### config.mk
export PLATFORM = sky130hd
export DESIGN_NAME = wb_dma_sequencer
export DESIGN_NICKNAME = d
export VERILOG_FILES = /design/src/rtl/wb_dma_sequencer.sv
export SDC_FILE = /design/constraint.sdc
export NUM_CORES = 1
export LEC_CHECK = 0
export ABC_AREA = 0
export CAP_MARGIN = 20
export CORE_MARGIN = 4
export CORE_UTILIZATION = 36
export CTS_CLUSTER_DIAMETER = 30
export DETAILED_ROUTE_END_ITERATION = 8
export PLACE_DENSITY = 0.61
export SLEW_MARGIN = 25
export SYNTH_ARGS = -nofsm -noshare
export SYNTH_HDL_FRONTEND = slang
export SYNTH_SLANG_ARGS = --single-unit
### constraint.sdc
create_clock -name wb_clk -period 2.2 [get_ports wb_clk]
set_input_delay 0.33 -clock wb_clk [delete_from_list [all_inputs] [get_ports wb_clk]]
set_output_delay 0.33 -clock wb_clk [all_outputs]
set_load 0.05 [all_outputs]
### src/rtl/wb_dma_sequencer.sv
// wb_dma_sequencer
//   Word-copy engine placed directly upstream of wb_master_interface. A job copies
//   word_count 32-bit words from src_addr to dst_addr, one read+write pair at a time,
//   driving the master's command port (start/address/selection/write/data_wr) and
//   tracking completion through the master's active/data_rd outputs.
//
// Parameters
//   CW        width of word_count / words_done
//   ADDR_INC  byte increment applied to both pointers after every copied word
//
// Ports
//   wb_clk, wb_rst_n        clock, asynchronous active-low reset
//   go, abort               job start (sampled in IDLE only) / level stop request
//   src_addr, dst_addr      byte addresses, bits[1:0] ignored
//   word_count              words to copy
//   busy, done, aborted     job status; done is a 1-cycle pulse, aborted valid with done
//   words_done              words fully written in the current/last job
//   start, address,
//   selection, write,
//   data_wr                 command port to the master
//   data_rd, active         response from the master
//   checksum                sum of all words read (only with DMA_CHECKSUM_EN)
//
// Optional feature
//   `define DMA_CHECKSUM_EN adds the checksum port and its accumulator.

module wb_dma_sequencer #(
  parameter int CW       = 16,
  parameter int ADDR_INC = 4
) (
  input  logic          wb_clk,
  input  logic          wb_rst_n,
  input  logic          go,
  input  logic          abort,
  input  logic [31:0]   src_addr,
  input  logic [31:0]   dst_addr,
  input  logic [CW-1:0] word_count,
  output logic          busy,
  output logic          done,
  output logic          aborted,
  output logic [CW-1:0] words_done,
  output logic          start,
  output logic [31:0]   address,
  output logic [3:0]    selection,
  output logic          write,
  output logic [31:0]   data_wr,
  input  logic [31:0]   data_rd,
  input  logic          active
`ifdef DMA_CHECKSUM_EN
  ,
  output logic [31:0]   checksum
`endif
);

  typedef enum logic [3:0] {
    S_IDLE,
    S_RD_ISSUE,
    S_RD_ARM,
    S_RD_WAIT,
    S_WR_ISSUE,
    S_WR_ARM,
    S_WR_WAIT,
    S_NEXT,
    S_FIN
  } state_t;

  localparam logic [31:0] INC = 32'(ADDR_INC);

  state_t        state_q, state_d;
  logic [31:0]   src_q;
  logic [31:0]   dst_q;
  logic [CW-1:0] count_q;
  logic          abort_seen;
  logic [CW-1:0] words_inc;

  function automatic logic [31:0] word_align(input logic [31:0] a);
    return {a[31:2], 2'b00};
  endfunction

  assign selection = 4'hF;
  assign words_inc = words_done + CW'(1);

  always_ff @(posedge wb_clk or negedge wb_rst_n) begin
    if (!wb_rst_n) state_q <= S_IDLE;
    else           state_q <= state_d;
  end

  always_comb begin
    state_d = state_q;
    busy    = 1'b0;
    done    = 1'b0;
    aborted = 1'b0;
    case (state_q)
      S_IDLE: begin
        if (go) state_d = (word_count == '0) ? S_FIN : S_RD_ISSUE;
      end
      S_RD_ISSUE: begin
        busy = 1'b1;
        if (!active) state_d = S_RD_ARM;
      end
      S_RD_ARM: begin
        busy = 1'b1;
        if (active) state_d = S_RD_WAIT;
      end
      S_RD_WAIT: begin
        busy = 1'b1;
        if (!active) state_d = S_WR_ISSUE;
      end
      S_WR_ISSUE: begin
        busy = 1'b1;
        if (!active) state_d = S_WR_ARM;
      end
      S_WR_ARM: begin
        busy = 1'b1;
        if (active) state_d = S_WR_WAIT;
      end
      S_WR_WAIT: begin
        busy = 1'b1;
        if (!active) state_d = S_NEXT;
      end
      S_NEXT: begin
        busy = 1'b1;
        // A live abort is honoured here as well as a latched one, so the job
        // never starts another read once abort has been seen.
        if ((words_inc == count_q) || abort || abort_seen) state_d = S_FIN;
        else                                                  state_d = S_RD_ISSUE;
      end
      S_FIN: begin
        done    = 1'b1;
        aborted = abort_seen;
        state_d = S_IDLE;
      end
      default: state_d = S_IDLE;
    endcase
  end

  // Command port and job bookkeeping. start is registered, so it is high for the
  // single cycle after the issue state saw the master idle; address/write/data_wr
  // change only on that same edge and are therefore stable while start is high.
  always_ff @(posedge wb_clk or negedge wb_rst_n) begin
    if (!wb_rst_n) begin
      start      <= 1'b0;
      write      <= 1'b0;
      address    <= '0;
      data_wr    <= '0;
      words_done <= '0;
      src_q      <= '0;
      dst_q      <= '0;
      count_q    <= '0;
      abort_seen <= 1'b0;
    end else begin
      start <= 1'b0;
      if (busy && abort) abort_seen <= 1'b1;
      case (state_q)
        S_IDLE: begin
          if (go) begin
            src_q      <= word_align(src_addr);
            dst_q      <= word_align(dst_addr);
            count_q    <= word_count;
            words_done <= '0;
            abort_seen <= 1'b0;
          end
        end
        S_RD_ISSUE: begin
          if (!active) begin
            start   <= 1'b1;
            write   <= 1'b0;
            address <= src_q;
          end
        end
        S_RD_WAIT: begin
          if (!active) data_wr <= data_rd;
        end
        S_WR_ISSUE: begin
          if (!active) begin
            start   <= 1'b1;
            write   <= 1'b1;
            address <= dst_q;
          end
        end
        S_NEXT: begin
          words_done <= words_inc;
          src_q      <= src_q + INC;
          dst_q      <= dst_q + INC;
        end
        default: ;
      endcase
    end
  end

`ifdef DMA_CHECKSUM_EN
  // Accumulates exactly the words latched into data_wr.
  always_ff @(posedge wb_clk or negedge wb_rst_n) begin
    if (!wb_rst_n) begin
      checksum <= '0;
    end else if (state_q == S_IDLE && go) begin
      checksum <= '0;
    end else if (state_q == S_RD_WAIT && !active) begin
      checksum <= checksum + data_rd;
    end
  end
`endif

endmodule
; ---- Word-level counts from Yosys, hierarchy flattened
; Index checks and enable logic that the tools add are counted.
[op_classes]
n_addsub = 3
eq_ne = 16
mux = 30
n_bitwise = 1
n_reduce_logical = 14
[ops]
columns = operator, n
row1 = $pmux 32 s2, 3
row2 = $mux 32, 4
row3 = $add 32x3->32 const B, 2
row4 = $mux 4, 9
row5 = $pmux 16 s2, 1
row6 = $pmux 4 s8, 1
row7 = $add 16x1->16 const B, 1
row8 = $eq 16x16->1, 1
row9 = $eq 4x3->1 const B, 4
row10 = $logic_not 16->1, 1
row11 = $mux 16, 1
row12 = $ne 2x2->1 const B, 7
row13 = $mux 1, 10
row14 = $eq 4x2->1 const B, 2
row15 = $reduce_and 7->1, 1
row16 = $reduce_or 7->1, 1
row17 = $reduce_and 2->1, 3
row18 = $eq 4x1->1 const B, 1
row19 = $eq 4x4->1 const B, 1
row20 = $logic_not 4->1, 1
row21 = $reduce_bool 2->1, 2
row22 = $reduce_and 3->1, 1
row23 = $logic_or 1x1->1, 2
row24 = $pmux 1 s2, 1
row25 = 3 further kinds, 3
[totals]
reg_bits = 167
inputBits = 117
word_cells = 74

; ---- Logic depth before layout (Yosys ltp)
[depth]
depth_word = 7
depth_mapped = 8
mapped_depth_nobuf = 7

; ---- Worst setup path before layout
; No wires, ideal clock.
[synth_path]
kind = flip-flop to flip-flop
start = reg words_done[0]
end = reg state_q[0]
arrival_time_ns = 2.276
path_slack_ns = -0.223
path_stages_with_launch = 8
path_buffers = 0
synth_period_minus_slack_ns = 2.423
path_cell_list = dfrtp_1 -> ha_1 -> nand2_1 -> or2_1 -> o41ai_2 -> nand4_1 -> o41ai_1 -> a31oi_1
[synth_between]
elab_chain_len = 6
[synth_rtl]
columns = item, line
row1 = from (decl), 41  ; output logic [CW-1:0] words_done,
row2 = from (signal assigned), 182  ; words_done <= words_inc;
row3 = $add 16x1->16, 81  ; assign words_inc = words_done + CW'(1);
row4 = $eq 16x16->1, 125  ; if ((words_inc == count_q) || abort || abort_seen) state_d = S_FIN;
row5 = $logic_or 1x1->1 (2 in a row), 125
row6 = $mux 4, 125
row7 = $pmux 4 s8, 93  ; case (state_q)
row8 = to (signal assigned), 85  ; else state_q <= state_d;
row9 = to (decl), 69  ; state_t state_q, state_d;
; No other way between the ends.
; A chain may end at the register's enable or synchronous reset.

; ---- Worst setup path in the final report
[layout_path]
start = reg words_done[0]
end = out words_done[0]
; No word-level cell between the ends.

==> results_dict.tcl <==
set metrics [dict create \
    status "complete, no violations" \
    tightest_slew_ps 586 \
    place.gp.congestion 0.821 \
    power_density_nw_per_um2 1410 \
    p_int_mw 9.22 \
    end_kind "output pin" \
    via_count 7339 \
    required_ps 1870 \
    switchingPower_mw 7.27 \
    clockBufferDepth 2 \
    fp.dieW_um 160 \
    netlist_area_um2 8280 \
    crit_arrival_ps 1800 \
    gr-total-overflow 0 \
    fillers 2072 \
    initial_utilization_pct 36.6 \
    fin_nets 1217 \
    fp.coreArea_um2 22600 \
    report.power.total_mw 16.5 \
    synth.largest_area_cell "dfrtp_1" \
    synth_async_sr_flop_share_pct 100 \
    htree_num_levels 4 \
    wl_per_cell_um 17.7 \
    clockPowerShare_pct 18.1 \
    die_area_um2 25500 \
    hold_path.class "input pin to async pin" \
    syn_to_final_growth_pct 40.9 \
    max_freq_mhz 470 \
    clk_transition_reported_paths_ps 70 \
    drive_above_1_share_pct 15.2 \
    slew_violations 0 \
    grt_pass1_wl_um 40500 \
    grt_util_all_layers_pct 19.4 \
    netlist_top_cells_area "dfrtp_1, nand2_1, o21ai_0" \
    via_per_inst 5.26 \
    num_io_pins 206 \
    seqPwrFrac_pct 32.7 \
    ff2ff_path_depth 7 \
    min_period_ps 2130 \
    die-height_um 160 \
    rrSetupSlack_ps 130 \
    crit_type "flip-flop to output pin" \
    yosysSeqAreaShare_pct 49.0 \
    slew_headroom_pct 60.8 \
    synth.lib_cells_used.distinct 67 \
    startpoint_type "flip-flop" \
    p_sw_share_pct 44.1 \
    clock_latency_ps 420 \
    crit_fanout 4 \
    yosysMostFrequentCell "dfrtp_1" \
    drt_iter0_drc 352 \
    final-setup-viol-count 0 \
    grt_max_degree 64 \
    peakVddDrop_mv 0.976 \
    combPwrFrac_pct 49.3 \
    cts-root-buf "clkbuf_16" \
    drc_errors 0 \
    cts_buffers 17 \
    ys_seq_elements 162 \
    synthCells 866 \
    finClkSkew_ps 11.2 \
    synth_common_cells "dfrtp_1, nand2_1, o21ai_0, nor2_1, clkbuf_1" \
    power_leakage_nw 4.77 \
    numPortBuffers 197 \
    synthDominantCellAreaShare_pct 49.0 \
    synth_flop_cell "dfrtp_1" \
    synth_area_per_cell_um2 9.56 \
    cts_tree "built" \
    finalHoldViolCount 0 \
    rows 55 \
    post-route-period-util_pct 96.8 \
    r2r-start "words_done[1]$_DFFE_PN0P_" \
    maxCapViolCount 0 \
    ys_warn_count 0 \
    drt-total-wl_um 24700 \
    cts.sinks 162 \
    antenna_found_initial 0 \
    hpwlAfterDp_um 17900 \
    final_util_pct 51.5 \
    drt_pass1_iterations 6 \
    ant_nets 0 \
    insertedDiodeCount 0 \
    first_global_vias 7581 \
    synth_edf_count 0 \
    rr_endpoint "state_q[3]$_DFFE_PN0P_" \
]
[how the worst max path moves through the flow]
stage | start | to | slack (ps) | depth (start not counted)
final | words_done[0]$_DFFE_PN0P_ | words_done[0] | 70 | 2
after global routing | words_done[0]$_DFFE_PN0P_ | words_done[0] | -3 | 2
after CTS | words_done[3]$_DFFE_PN0P_ | words_done[3] | 20 | 2
after detailed placement | words_done[1]$_DFFE_PN0P_ | state_q[0]$_DFFE_PN0P_ | 50 | 7
after global placement | words_done[1]$_DFFE_PN0P_ | state_q[0]$_DFFE_PN0P_ | 70 | 7
after floorplan | words_done[4]$_DFFE_PN0P_ | state_q[0]$_DFFE_PN0P_ | 1 | 7
[per-stage QoR]
step	worst slack, ps	area (µm²)	TNS (ps)	hold slack [ps]	std cells
finish	70.9	11700	0	411	1394
detailed placement	53.1	11000	0	293	1354
global route	-2.66	11700	-3.06	453	1394
floorplan	1.11	8320	0	34.4	869
CTS	23.3	11600	0	423	1386
global placement	66.5	11000	0	294	1354
[area by class of cell]
class                   count  area (µm²)  share of cell area, %
repair buffers            266        2610                   22.4
well taps                 285         357                   3.06
multi-input cells         637        4010                   34.4
clock inverters            11         128                   1.09
inverters                  13        48.8                  0.418
clock buffers              20         447                   3.83
flip-flops and latches    162        4070                   34.9
[timing repair]
item	in CTS	in global routing
hold endpoints to repair	40	0
setup buffers	0	8
hold buffers	1	0
gates resized for setup	0	9
setup endpoints to repair	0	3
[logic make-up (layout without fill, tap and decap cells)]
| kind of cell | count (synthesis) | count (layout) | share of synthesized area [%] |
|---|---|---|---|
| flops | 162 | 162 | 49.0 |
| compound gates | 204 | 204 | 16.4 |
| xor+xnor | 27 | 27 | 3.20 |
| mux | 62 | 62 | 7.98 |
| fa+ha+maj | 3 | 3 | 0.453 |
| simple gates | 337 | 337 | 19.4 |
| other cells | 1 | 4 | 0.0453 |
| buf+inv | 70 | 310 | 3.63 |
[state kept, by name, indices dropped and copies added (netlist names)]
register / flops
data_wr: 32
address: 31
dst_q: 30
src_q: 30
count_q: 16
words_done: 16
state_q: 4
abort_seen: 1
start: 1
write: 1
[placed cells by master, fill, tap and decap left out, drive strengths merged, types with 17 or more instances in the layout]
master / n
nand4: 21
nand2: 155
dfrtp: 162
mux2i: 30
o21ai: 80
nand3: 22
nor2: 65
clkdlybuf4s50: 193
inv: 17
mux2: 32
clkbuf: 20
a21oi: 21
buf: 72
[power by group through the flow]
stage	logic [mW]	clock network (mW)	registers, mW
2_1_floorplan	3.35	0	7.26
6_report	8.13	2.98	5.39
5_1_grt	8.82	3.19	5.61
3_5_place_dp	8.12	0	5.43
4_1_cts	8.15	3.07	5.38
3_3_place_gp	8.00	0	5.38
[critical path, stage by stage (launching register included)]
cell	delay, ps
dfrtp_2	430
buf_4	150
clkdlybuf4s50_1	800
[routing by layer]
| layer | vias up | track usage, % | wire length, µm |
|---|---|---|---|
| li1 | 3604 | - | - |
| met1 | 3489 | 25.6 | 10900 |
| met2 | 224 | 31.7 | 11800 |
| met3 | 22 | 5.83 | 1720 |
| met4 | 0 | 4.77 | 295 |
| met5 | - | 0 | 0 |
No activity file was read; power rests on OpenSTA's default activity.
